## config.mk

```make
export PLATFORM = sky130hd
export DESIGN_NAME = b_responder
export DESIGN_NICKNAME = d
export VERILOG_FILES = /design/src/rtl/b_responder_pkg.sv /design/src/rtl/b_responder_resp_fifo.sv /design/src/rtl/b_responder.sv
export SDC_FILE = /design/constraint.sdc
export NUM_CORES = 1
export LEC_CHECK = 0
export ABC_AREA = 1
export ABC_CLOCK_PERIOD_IN_PS = 1410
export CAP_MARGIN = 20
export CORE_MARGIN = 1.5
export CORE_UTILIZATION = 30
export DETAILED_ROUTE_END_ITERATION = 10
export SYNTH_ARGS = -nofsm -noshare
export SYNTH_HDL_FRONTEND = slang
export SYNTH_SLANG_ARGS = --single-unit
```

## constraint.sdc

```tcl
create_clock -name clk -period 1.41 [get_ports clk]
set_input_delay 0.282 -clock clk [delete_from_list [all_inputs] [get_ports clk]]
set_output_delay 0.282 -clock clk [all_outputs]
set_load 0.005 [all_outputs]
```

## src/rtl/b_responder_pkg.sv

```systemverilog
// Shared widths, AW transaction types, B response codes and FSM states for the B responder.
package b_responder_pkg;

   localparam int unsigned PID_WIDTH     = 4;
   localparam int unsigned PAWUSER_WIDTH = 2;

   localparam logic [PAWUSER_WIDTH-1:0] REGULAR = PAWUSER_WIDTH'(0);
   localparam logic [PAWUSER_WIDTH-1:0] BLOCK   = PAWUSER_WIDTH'(1);
   localparam logic [PAWUSER_WIDTH-1:0] DIVERT  = PAWUSER_WIDTH'(2);

   localparam logic [1:0] BRESP_OKAY   = 2'b00;
   localparam logic [1:0] BRESP_SLVERR = 2'b10;

   typedef enum logic [1:0] {IDLE, WAIT, RESP} resp_state_t;

   // One outstanding write; err is constant 0 unless error injection is built in.
   typedef struct packed {
      logic                     err;
      logic [PAWUSER_WIDTH-1:0] user;
      logic [PID_WIDTH-1:0]     id;
   } aw_entry_t;

   localparam int unsigned ENTRY_WIDTH = $bits(aw_entry_t);

endpackage

```

## src/rtl/b_responder_resp_fifo.sv

```systemverilog
// In-order FIFO of accepted AW entries; power-of-two depth, pointers wrap naturally.
module resp_fifo #(
   parameter int unsigned WIDTH = 8,
   parameter int unsigned DEPTH = 8
) (
   input  logic                     clk,
   input  logic                     rst_n,
   input  logic                     push,
   input  logic [WIDTH-1:0]         wdata,
   input  logic                     pop,
   output logic                     full,
   output logic                     empty,
   output logic [$clog2(DEPTH):0]   count,
   output logic [WIDTH-1:0]         rdata
);

   localparam int unsigned PTR_W = $clog2(DEPTH);
   localparam int unsigned CNT_W = PTR_W + 1;

   logic [WIDTH-1:0] mem [DEPTH];
   logic [PTR_W-1:0] wptr;
   logic [PTR_W-1:0] rptr;
   logic [CNT_W-1:0] count_d;
   logic             do_push;
   logic             do_pop;

   // A push while full is legal only when the head leaves on the same edge.
   assign do_push = push & (~full | pop);
   assign do_pop  = pop & ~empty;
   assign rdata   = mem[rptr];

   always_comb begin
      count_d = count;
      if (do_push && !do_pop) begin
         count_d = count + CNT_W'(1);
      end else if (!do_push && do_pop) begin
         count_d = count - CNT_W'(1);
      end
   end

   always_ff @(posedge clk or negedge rst_n) begin
      if (!rst_n) begin
         wptr  <= '0;
         rptr  <= '0;
         count <= '0;
         full  <= 1'b0;
         empty <= 1'b1;
         for (int i = 0; i < int'(DEPTH); i++) begin
            mem[i] <= '0;
         end
      end else begin
         if (do_push) begin
            mem[wptr] <= wdata;
            wptr      <= wptr + PTR_W'(1);
         end
         if (do_pop) begin
            rptr <= rptr + PTR_W'(1);
         end
         count <= count_d;
         full  <= (count_d == CNT_W'(DEPTH));
         empty <= (count_d == '0);
      end
   end

endmodule

```

## src/rtl/b_responder.sv

```systemverilog
// AXI B-channel responder: queues AW entries, returns B responses in order after a delay.
// Optional B_RESPONDER_ERR_INJECT_EN adds err_inject, turning flagged entries into SLVERR.
module b_responder
   import b_responder_pkg::*;
#(
   parameter int unsigned DEPTH      = 8,
   parameter int unsigned RESP_DELAY = 2
) (
   input  logic                     clk,
   input  logic                     rst_n,
   input  logic                     awvalid,
   output logic                     awready,
   input  logic [PID_WIDTH-1:0]     awid,
   input  logic [PAWUSER_WIDTH-1:0] awuser,
`ifdef B_RESPONDER_ERR_INJECT_EN
   input  logic                     err_inject,
`endif
   output logic                     bvalid,
   input  logic                     bready,
   output logic [PID_WIDTH-1:0]     bid,
   output logic [1:0]               bresp,
   input  logic                     divert_grant,
   output logic                     divert_pending,
   output logic                     full,
   output logic                     empty
);

   localparam int unsigned CNT_W = $clog2(DEPTH) + 1;
   localparam int unsigned DLY_W = 4;

   resp_state_t      state, state_d;
   logic [DLY_W-1:0] cnt, cnt_d;
   logic [CNT_W-1:0] count;
   aw_entry_t        in_entry;
   aw_entry_t        head;
   logic             push;
   logic             pop;
   logic             load_resp;
   logic             pend_d;
   logic             divert_block;

   assign awready = ~full;
   assign push    = awvalid & awready;
   assign pop     = bvalid & bready;

   always_comb begin
      in_entry      = '0;
      in_entry.id   = awid;
      in_entry.user = awuser;
`ifdef B_RESPONDER_ERR_INJECT_EN
      in_entry.err  = err_inject;
`else
      in_entry.err  = 1'b0;
`endif
   end

   resp_fifo #(
      .WIDTH (ENTRY_WIDTH),
      .DEPTH (DEPTH)
   ) u_fifo (
      .clk   (clk),
      .rst_n (rst_n),
      .push  (push),
      .wdata (in_entry),
      .pop   (pop),
      .full  (full),
      .empty (empty),
      .count (count),
      .rdata (head)
   );

   assign divert_block = (head.user == DIVERT) && !divert_grant;

   // Next state, delay counter and divert-pending lookahead.
   always_comb begin
      state_d   = state;
      cnt_d     = cnt;
      load_resp = 1'b0;
      pend_d    = 1'b0;
      case (state)
         IDLE: begin
            if (!empty) begin
               state_d = WAIT;
               cnt_d   = DLY_W'(RESP_DELAY);
            end
         end
         WAIT: begin
            if (cnt != '0) begin
               cnt_d = cnt - DLY_W'(1);
            end else if (!divert_block) begin
               state_d   = RESP;
               load_resp = 1'b1;
            end
         end
         RESP: begin
            if (bready) begin
               if ((count > CNT_W'(1)) || push) begin
                  state_d = WAIT;
                  cnt_d   = DLY_W'(RESP_DELAY);
               end else begin
                  state_d = IDLE;
               end
            end
         end
         default: begin
            state_d = IDLE;
            cnt_d   = '0;
         end
      endcase
      // After a pop the head changes, so pending is only judged from a stable head.
      pend_d = (state_d == WAIT) && (cnt_d == '0) && !pop && divert_block;
   end

   always_ff @(posedge clk or negedge rst_n) begin
      if (!rst_n) begin
         state          <= IDLE;
         cnt            <= '0;
         bvalid         <= 1'b0;
         bid            <= '0;
         bresp          <= BRESP_OKAY;
         divert_pending <= 1'b0;
      end else begin
         state          <= state_d;
         cnt            <= cnt_d;
         bvalid         <= (state_d == RESP);
         divert_pending <= pend_d;
         if (load_resp) begin
            bid   <= head.id;
            bresp <= head.err ? BRESP_SLVERR : BRESP_OKAY;
         end
      end
   end

endmodule
```

=== Word level (Yosys, flattened, before mapping) ===
Cells that the tools add are included.

* Reductions and logical operators: 16
* Multiplexer cells: 23
* Bitwise gates (word level): 9
* Magnitude comparators: 4
* Equal/unequal tests: 6
* Add/sub/neg operators: 5

{| class="wikitable"
|+ Operator list
! cell !! count
|-
| bitwise mux 56 bit || 1
|-
| two-way mux 4 bit || 6
|-
| binary-select mux 7 bit (select 3 bit) || 1
|-
| demux 7 bit (select 3 bit) || 1
|-
| two-way mux 7 bit || 3
|-
| case mux 4 bit (3 select lines) || 1
|-
| two-way mux 2 bit || 5
|-
| >= comparator 4 bit (second input constant) || 2
|-
| logical NOT 4 bit || 2
|-
| inverter 3 -> 4 bit || 2
|-
| subtractor 4 x 1 -> 4 bit (second input constant) || 2
|-
| logical AND 1 bit || 7
|-
| adder 3 x 1 -> 3 bit (second input constant) || 2
|-
| equality test 2 bit (second input constant) || 3
|-
| case mux 2 bit (3 select lines) || 1
|-
| adder 4 x 1 -> 4 bit (second input constant) || 1
|-
| bitwise AND 1 bit || 4
|-
| equality test 2 x 1 -> 1 bit (second input constant) || 2
|-
| equality test 4 bit (second input constant) || 1
|-
| > comparator 4 x 1 -> 1 bit (second input constant) || 1
|-
| logical NOT 1 bit || 4
|-
| less-than comparator 4 x 1 -> 1 bit (second input constant) || 1
|-
| two-way mux 1 bit || 4
|-
| nonzero test 4 bit || 1
|-
| other kinds (4) || 5
|}

* Logic and storage cells: 82
* Bits in registers: 82
* Bits of input ports: 11

=== Depth between registers and ports, before layout ===
Gate-level depths: netlist of the first run.

* Depth in word-level cells: 13
* Depth in mapped cells: 12
* Depth with buffers taken out: 12

=== Cells and area by module ===
Synthesis of the first run repeated with hierarchy kept, for this count alone.

* Cells, all modules: 462
* Area total of the unflattened synthesis: 4,204.0 sq um

{| class="wikitable"
|+ Modules (own cells, without submodules)
! module !! area an instance (sq um) !! cells an instance !! instances !! sequential area each (sq um)
|-
| resp_fifo || 3,417.0 || 360 || 1 || 1,702.9
|-
| b_responder || 787.0 || 102 || 1 || 325.3
|}

=== Least setup slack after synthesis of the first run ===
No wires, ideal clock.

* Path kind: register to register
* From: register u_fifo.count[0]
* To: register divert_pending
* Period minus slack after synthesis: 1,417 ps
* Setup time: 71 ps
* Setup slack: -7 ps
* Stages on the path, launching flop included: 12
* Buffers on the path: 0
* Arrival: 1,346 ps
* Required time: 1,339 ps
* Path through: dfrtp_1 > inv_1 > ha_1 > inv_1 > nand2_1 > nand3_2 > nand2_1 > a22oi_1 > nand2_1 > nand2_1 > nand3_1 > nor2_1

* Cells in the longest elaborated chain, start to end: 9
* Elaborated cells on any way between the ends: 13

{| class="wikitable"
|+ Ends and longest elaborated chain
! element !! RTL line !! RTL
|-
| start, declared || b_responder_resp_fifo.sv:13 || <nowiki>output logic [$clog2(DEPTH):0] count,</nowiki>
|-
| start signal, assigned || b_responder_resp_fifo.sv:59 || <nowiki>count <= count_d;</nowiki>
|-
| > comparator 4 x 1 -> 1 bit (*) || b_responder.sv:97 || <nowiki>if ((count > CNT_W'(1)) || push) begin</nowiki>
|-
| logical OR 1 bit (*) || b_responder.sv:97 ||
|-
| two-way mux 1 bit or two-way mux 4 bit (tied branches) || b_responder.sv:97 ||
|-
| two-way mux 2 bit or two-way mux 4 bit (tied branches) || b_responder.sv:96 || <nowiki>if (bready) begin</nowiki>
|-
| case mux 2 bit (3 select lines) or case mux 4 bit (3 select lines) (tied branches) || b_responder.sv:80 || <nowiki>case (state)</nowiki>
|-
| equality test 2 x 1 -> 1 bit or logical NOT 4 bit (tied branches) || b_responder.sv:111 || <nowiki>pend_d = (state_d == WAIT) && (cnt_d == '0) && !pop && divert_block;</nowiki>
|-
| logical AND 1 bit (*) (3 in series) || b_responder.sv:111 ||
|-
| named net pend_d || b_responder.sv:39 || <nowiki>logic pend_d;</nowiki>
|-
| end signal, assigned || b_responder.sv:126 || <nowiki>divert_pending <= pend_d;</nowiki>
|-
| end, declared || b_responder.sv:23 || <nowiki>output logic divert_pending,</nowiki>
|}

The timed path passes the listed nets; every way through them passes the cells marked *.
A chain may end at the register's enable or synchronous reset.

=== Final worst setup path of the first run ===
* From: register u_fifo.count[1]
* To: register u_fifo.full

* Cells in the longest elaborated chain, start to end: 4
* Elaborated cells on any way between the ends: 5

{| class="wikitable"
|+ Ends and longest elaborated chain
! element !! RTL line !! RTL
|-
| subtractor 4 x 1 -> 4 bit || b_responder_resp_fifo.sv:37 || <nowiki>count_d = count - CNT_W'(1);</nowiki>
|-
| two-way mux 4 bit || b_responder_resp_fifo.sv:36 || <nowiki>end else if (!do_push && do_pop) begin</nowiki>
|-
| two-way mux 4 bit (*) || b_responder_resp_fifo.sv:34 || <nowiki>if (do_push && !do_pop) begin</nowiki>
|-
| named net u_fifo.count_d[2] || b_responder_resp_fifo.sv:23 || <nowiki>logic [CNT_W-1:0] count_d;</nowiki>
|-
| equality test 4 bit (*) || b_responder_resp_fifo.sv:60 || <nowiki>full <= (count_d == CNT_W'(DEPTH));</nowiki>
|-
| end signal, assigned || b_responder_resp_fifo.sv:60 ||
|-
| end, declared || b_responder_resp_fifo.sv:11 || <nowiki>output logic full,</nowiki>
|}

Marks and branches as above.

==> impl_metrics.json, run 1 <==
{
  "criticalPathCategory": "reg -> reg",
  "crit_required_ps": 1640,
  "drv_slew": 0,
  "overflow": 0,
  "async_reset_ff_share_pct": 100.0,
  "rrSetupSlack_ps": -130,
  "drive_above_1_share_pct": 31.65,
  "ys_seq_area_share_pct": 50.83,
  "synth.cell_area_um2": 3547,
  "fmax_mhz": 648.9,
  "dr.pass1.iters": 5,
  "start_util_pct": 30.93,
  "clk_pin_slew_ps": 50,
  "drc": 0,
  "grt_pass1_wl_um": 14320,
  "violations": "negative setup slack",
  "final_common_cell": "dfrtp_1",
  "reg2reg_depth": 9,
  "io_buffer_count": 19,
  "endpoint_kind": "register",
  "diodes": 0,
  "crit_end": "u_fifo.full$_DFF_PN0_",
  "fillCellCount": 1088,
  "peakVddDrop_uv": 826.9,
  "hpwl_um": 5404,
  "ys.flop_type": "dfrtp_1",
  "place_congestion": 0.7904,
  "routed_via_density": 4.865,
  "cap_violations": 0,
  "dpl_cell_area_um2": 4131,
  "drt_iter0_markers": 211,
  "fp.coreArea_um2": 11470,
  "startpoint_type": "register",
  "r2r-end": "u_fifo.full$_DFF_PN0_",
  "detail-route-antenna-nets": 0,
  "ctsHtreeMaxLevel": 3,
  "io_pins": 22,
  "hold_viol": 0,
  "crit_fanout": 3,
  "rows": 39,
  "fin_ws_ps": -131.1,
  "num_vias": 3002,
  "avgRoutedWirePerCell_um": 14.48,
  "synth-edff-count": 0,
  "p_leak_uw": 0.002190,
  "synth_warnings": 0,
  "critPathSlowestCell": "dfrtp_1",
  "synth.avg_cell_area_um2": 8.912,
  "startpoint": "u_fifo.count[1]$_DFF_PN0_",
  "outcome": "finished with violations",
  "fin_skew_ps": 4.550,
  "period_minus_slack_ps": 1541,
  "grt_max_degree": 73,
  "clk-insertion-delay-late_ps": 330,
  "antenna_found_initial": 0,
  "post-route-period-util_pct": 109.3,
  "die_w_um": 111.7,
  "rsz0062_at_grt": "yes",
  "mostFrequentLayoutCells": "70 x dfrtp_1, 60 x nand2_1, 56 x o21ai_0",
  "finalSetupViolations": 16,
  "grt_pass1_vias": 2936,
  "ys_types": 37,
  "crit_path_cell_trace": "buf_4, buf_4, ha_1, o21ai_1, nand2_2, o21ai_2, inv_2, nand2_2, nor2_1",
  "root_buffer": "clkbuf_16",
  "r2r_start": "u_fifo.count[1]$_DFF_PN0_",
  "power.density_nw_per_um2": 2357,
  "stdcell_area_um2": 4812,
  "chipHeight_um": 111.7,
  "grt_usage_pct": 14.42,
  "max_stage_delay_ps": 390,
  "arrival_ps": 1770,
  "power_uw": 11340,
  "areaGrowthSynthToFinish_pct": 35.66,
  "cts.sink_count": 72,
  "dieArea_um2": 12480,
  "cts_buffers": 9,
  "nets": 486,
  "synth.ff_latch_count": 72,
  "syn_inst": 398,
  "fin_tns_setup_ps": -641.5,
  "cts_tree": "built",
  "worstHoldPathType": "reg -> reg",
  "clockBufferDepth": 2,
  "min_path_cells": 2,
  "routed_wirelength_um": 8932
}
per-stage QoR:
step / instances / utilization (%) / hold slack, ps / setup slack [ps]
floorplan: 399 / - / -13.59 / 35.41
global placement: 582 / 36.03 / 343.9 / -296.3
detailed placement: 582 / 36.03 / 351.1 / -313.9
CTS: 606 / 39.95 / 482.9 / -78.89
global route: 617 / 41.96 / 504.9 / -226.6
finish: 617 / 41.96 / 481.6 / -131.1
worst max-delay path, delay by kind of cell (launching register included):
| kind | cells | cell delay [ps] |
|---|---|---|
| adder cells (fa/ha/maj) | 1 | 220 |
| buffers and inverters | 3 | 310 |
| flip-flops | 1 | 390 |
| AND/OR/NAND/NOR | 3 | 200 |
| AO/OA/AOI/OAI | 2 | 310 |
synth_stat cells (all sizes together) (2+ instances only):
library cell / instances / area (um^2)
o22ai: 4 / 25.02
o21ai: 68 / 351.6
buf: 16 / 131.4
a21oi: 20 / 103.9
nor2: 48 / 195.2
nand3: 30 / 187.7
xor2: 6 / 60.06
inv: 37 / 143.9
nor3: 4 / 53.80
dfrtp: 71 / 1777
clkbuf: 2 / 8.750
o221ai: 5 / 50.04
nand2: 75 / 324.1
ha: 6 / 75.07
metal layers:
metal / up-vias / GRT usage [%] / routed length [um] / part of all wire [%]
met4: 0 / 5.992 / 164 / 1.8
li1: 1456 / - / - / -
met5: - / 0 / 0 / 0
met1: 1464 / 18.62 / 4040 / 45
met3: 16 / 3.157 / 362 / 4.1
met2: 66 / 23.46 / 4364 / 49
worst min path at each step:
stage                                     startpoint                          to  slack [ps]
after global routing      u_fifo.mem[10]$_DFFE_PN0P_  u_fifo.mem[10]$_DFFE_PN0P_         500
final                     u_fifo.mem[45]$_DFFE_PN0P_  u_fifo.mem[45]$_DFFE_PN0P_         480
after global placement                         rst_n  u_fifo.mem[30]$_DFFE_PN0P_         340
after detailed placement                       rst_n  u_fifo.mem[30]$_DFFE_PN0P_         350
after CTS                 u_fifo.mem[45]$_DFFE_PN0P_  u_fifo.mem[45]$_DFFE_PN0P_         480
after floorplan                                rst_n          bid[0]$_DFFE_PN0P_         -10
where the power goes:
| group | total (uW) | switching [uW] | internal [uW] |
|---|---|---|---|
| registers | 3690 | 659 | 3030 |
| clock network | 2320 | 847 | 1470 |
| logic | 5340 | 2900 | 2440 |
| total | 11300 | 4410 | 6940 |
state kept, by name (all words and copies together), names as in the netlist:
register and cells:
u_fifo.wptr 3, u_fifo.empty 1, u_fifo.mem 48, u_fifo.full 1, bvalid 1, u_fifo.rptr 3
u_fifo.count 4, bid 4, state 2, cnt 4, divert_pending 1
cell families (layout without fill, tap and decap cells):
logic type,Yosys count,count (layout),synth area share (%)
compound gates,99,99,15.38
xor+xnor,7,7,1.940
fa+ha+maj,6,6,2.116
buf+inv,55,129,8.007
flops,72,72,50.83
other cells,1,2,0.1057
simple gates,158,159,21.62
cell type report:
| type | instances | area, um^2 | area share, % |
|---|---|---|---|
| Sequential cell | 72 | 1804 | 37.49 |
| Multi-Input combinational cell | 273 | 1680 | 34.92 |
| Timing Repair Buffer | 76 | 695.7 | 14.46 |
| Clock buffer | 14 | 264.0 | 5.486 |
| Tap cell | 143 | 178.9 | 3.718 |
| Inverter | 37 | 151.4 | 3.146 |
| Clock inverter | 2 | 37.54 | 0.7800 |
what timing repair did:
action / in CTS / in global routing
buffers inserted: 7 / 9
setup endpoints to repair: 18 / 53
gates cloned: 0 / 2
hold buffers: 1 / 0
resized for setup: 34 / 43
pin swaps: 10 / 13
hold endpoints to repair: 29 / 0
Power figures use the tool's default switching activity.
==> run 2: changes to the inputs <==
PLACE_DENSITY = 0.52   (was unset)
SYNTH_HIERARCHICAL = 1   (was unset)
==> impl_metrics.json, run 2 <==
{
  "outcome": "finished with violations",
  "violations": "negative setup slack",
  "synth-xor-area-share_pct": 1.042,
  "cts_tree": "built",
  "start_util_pct": 30.52,
  "critPathSlowestCell": "dfrtp_1",
  "multi_input_area_um2": 2318,
  "peakVddDrop_uv": 1115,
  "areaGrowthSynthToFinish_pct": 46.52,
  "post-route-period-util_pct": 127.5,
  "ys_types": 40,
  "cts_buffers": 9,
  "antenna_found_initial": 0,
  "grt_usage_pct": 16.07,
  "ys.flop_type": "dfrtp_1",
  "hold_viol": 0,
  "critical_path.top_delay_family": "simple AND/OR/NAND/NOR gates",
  "routed_wirelength_um": 11240,
  "max_stage_delay_ps": 430,
  "synth_fa_ha_area_share_pct": 1.488,
  "fmax_mhz": 556.5,
  "ctsHtreeMaxLevel": 3,
  "clk-insertion-delay-late_ps": 340,
  "finalSetupViolations": 67,
  "synth.cells.most_frequent": "125 x nand2_1, 80 x dfrtp_1, 38 x o21ai_1, 35 x inv_1, 27 x nor2_1",
  "power.density_nw_per_um2": 2416,
  "cap_violations": 0,
  "dp_slack_ps": -485.8,
  "period_minus_slack_ps": 1797,
  "rsz0062_at_grt": "yes",
  "synth_area_leaders": "dfrtp_1 48%, nand2_1 11%, o21ai_1 4.5%, o21ai_2 3.8%, nand4_4 3.5%",
  "syn_inst": 462,
  "synth_top_family_by_area": "simple AND/OR/NAND/NOR gates",
  "met3WireLength_um": 334,
  "clk_pin_slew_ps": 60,
  "routedLengthMet1_um": 5138,
  "worstHoldPathType": "in -> async",
  "routed_via_density": 4.677,
  "place_congestion": 0.8355,
  "overflow": 0,
  "grt_pass1_vias": 3496,
  "mostFrequentLayoutCells": "78 x dfrtp_1, 60 x nand2_1, 46 x buf_4",
  "ys_seq_area_share_pct": 48.24,
  "synth_warnings": 6,
  "fin_skew_ps": 6.906,
  "root_buffer": "clkbuf_16",
  "synthSimpleGateAreaFrac_pct": 22.41,
  "top_register": "u_fifo/mem",
  "async_reset_ff_share_pct": 100.0,
  "r2r-end": "bid[2]$_DFFE_PN0P_",
  "synth.ff_latch_count": 81,
  "drive_above_1_share_pct": 46.52,
  "synth_mux_area_share_pct": 5.119,
  "dieArea_um2": 14730,
  "grt_pass1_wl_um": 18010,
  "crit_fanout": 6,
  "cts.sink_count": 81,
  "fin_ws_ps": -387.0,
  "drv_slew": 0,
  "regArea_um2": 2031,
  "chipHeight_um": 121.4,
  "fillCellCount": 1328,
  "endpoint_kind": "register",
  "synth.avg_cell_area_um2": 9.100,
  "arrival_ps": 2020,
  "path_common_cell": "nand2_1",
  "rows": 43,
  "synth.cell_area_um2": 4204,
  "worst-path-buf-inv": 2,
  "dr.pass1.iters": 4,
  "diodes": 0,
  "avgRoutedWirePerCell_um": 15.17,
  "startpoint_type": "register",
  "synth-edff-count": 0,
  "drt_iter0_markers": 236,
  "num_vias": 3466,
  "p_leak_uw": 0.002887,
  "criticalPathCategory": "reg -> reg",
  "grt_max_degree": 31,
  "synth_compound_area_share_pct": 13.27,
  "rrSetupSlack_ps": -390,
  "synth_most_common_cell": "nand2_1",
  "topRoutingLayerUsed": "met4",
  "wl_met2_um": 5592,
  "largest_register_ffs": 56,
  "clockBufferDepth": 2,
  "io_pins": 22,
  "fin_tns_setup_ps": -7301,
  "hpwl_um": 6730,
  "yosysTopAreaCell": "dfrtp_1",
  "final_common_cell": "dfrtp_1",
  "reg2reg_depth": 10,
  "nets": 572,
  "fp.coreArea_um2": 13770,
  "io_buffer_count": 20,
  "detail-route-antenna-nets": 0,
  "r2r_start": "u_fifo/rptr[0]$_DFFE_PN0P_",
  "synth_top_area_share_pct": 47.62,
  "crit_required_ps": 1630,
  "drc": 0,
  "crit_path_cell_trace": "buf_6, mux2i_1, o22ai_1, nand2_1, nand2_1, inv_2, nor2_4, nand2_2, nand3_4, mux2_4",
  "die_w_um": 121.4
}
[run 2: changes by cell type after synthesis, sizes merged, moves of 8 or more]
cell,before,now
inv,37,45
a21oi,20,7
dfrtp,71,80
nand2,75,133
nor2,48,30
o22ai,4,14
nand3,30,12
nand4,1,11
mux2i,0,14
[run 2: where the power goes]
part           switching, uW  leakage [uW]  internal [uW]
logic                   4030       0.00170           3830
registers                960       0.00102           3370
clock network            922      0.000166           1780
[run 2: final cells by class]
| class | instances | share of cell area (%) |
|---|---|---|
| multi-input combinational | 318 | 37.64 |
| sequential | 81 | 32.97 |
| timing repair buffer | 99 | 16.98 |
| clock buffer | 11 | 3.941 |
| tap | 180 | 3.656 |
| inverter | 47 | 3.148 |
| clock inverter | 5 | 1.666 |
[run 2: how the worst max path moves through the flow]
stage | from | to | slack [ps] | cells past startpoint
2_1_floorplan | u_fifo/rptr[0]$_DFFE_PN0P_ | bid[0]$_DFFE_PN0P_ | -370 | 11
3_3_place_gp | bready | u_fifo/mem[14]$_DFFE_PN0P_ | -470 | 10
3_5_place_dp | bready | u_fifo/mem[14]$_DFFE_PN0P_ | -490 | 10
4_1_cts | u_fifo/rptr[0]$_DFFE_PN0P_ | bid[2]$_DFFE_PN0P_ | -360 | 9
5_1_grt | u_fifo/rptr[0]$_DFFE_PN0P_ | divert_pending$_DFF_PN0_ | -480 | 15
6_report | u_fifo/rptr[0]$_DFFE_PN0P_ | bid[2]$_DFFE_PN0P_ | -390 | 10
[run 2: repair_timing]
item                                    in CTS  in global routing
hold endpoints to repair                    22                  0
buffers inserted                            21                  5
pin swaps                                   10                 19
endpoints found under the setup margin      79                 77
hold buffers                                 1                  0
gates cloned                                 4                  1
gates resized for setup                     87                105
[run 2: routing by layer]
metal	global-route usage [%]	vias up
met5	0	-
met4	4.559	0
met3	3.806	11
met2	26.66	52
met1	20.87	1689
li1	-	1714
[run 2: cell families (layout without fill, tap and decap cells)]
logic type / Yosys count / after routing
AND/OR/NAND/NOR: 192 / 193
AO/OA/AOI/OAI: 94 / 94
flip-flops: 81 / 81
buffers and inverters: 65 / 162
multiplexers: 19 / 19
adder cells (fa/ha/maj): 5 / 5
XOR/XNOR: 5 / 5
other: 1 / 2
[run 2: through the flow]
step           std cells  total power, uW  area [um^2]  hold slack, ps  utilization, %
2_1_floorplan        463             8049         4227          -13.59               -
3_3_place_gp         695             9856         4917           213.5           35.70
3_5_place_dp         695             9989         4917           220.6           35.70
4_1_cts              736            13850         5764           395.5           41.85
5_1_grt              741            15890         6160           435.4           44.72
6_report             741            14880         6160           391.7           44.72
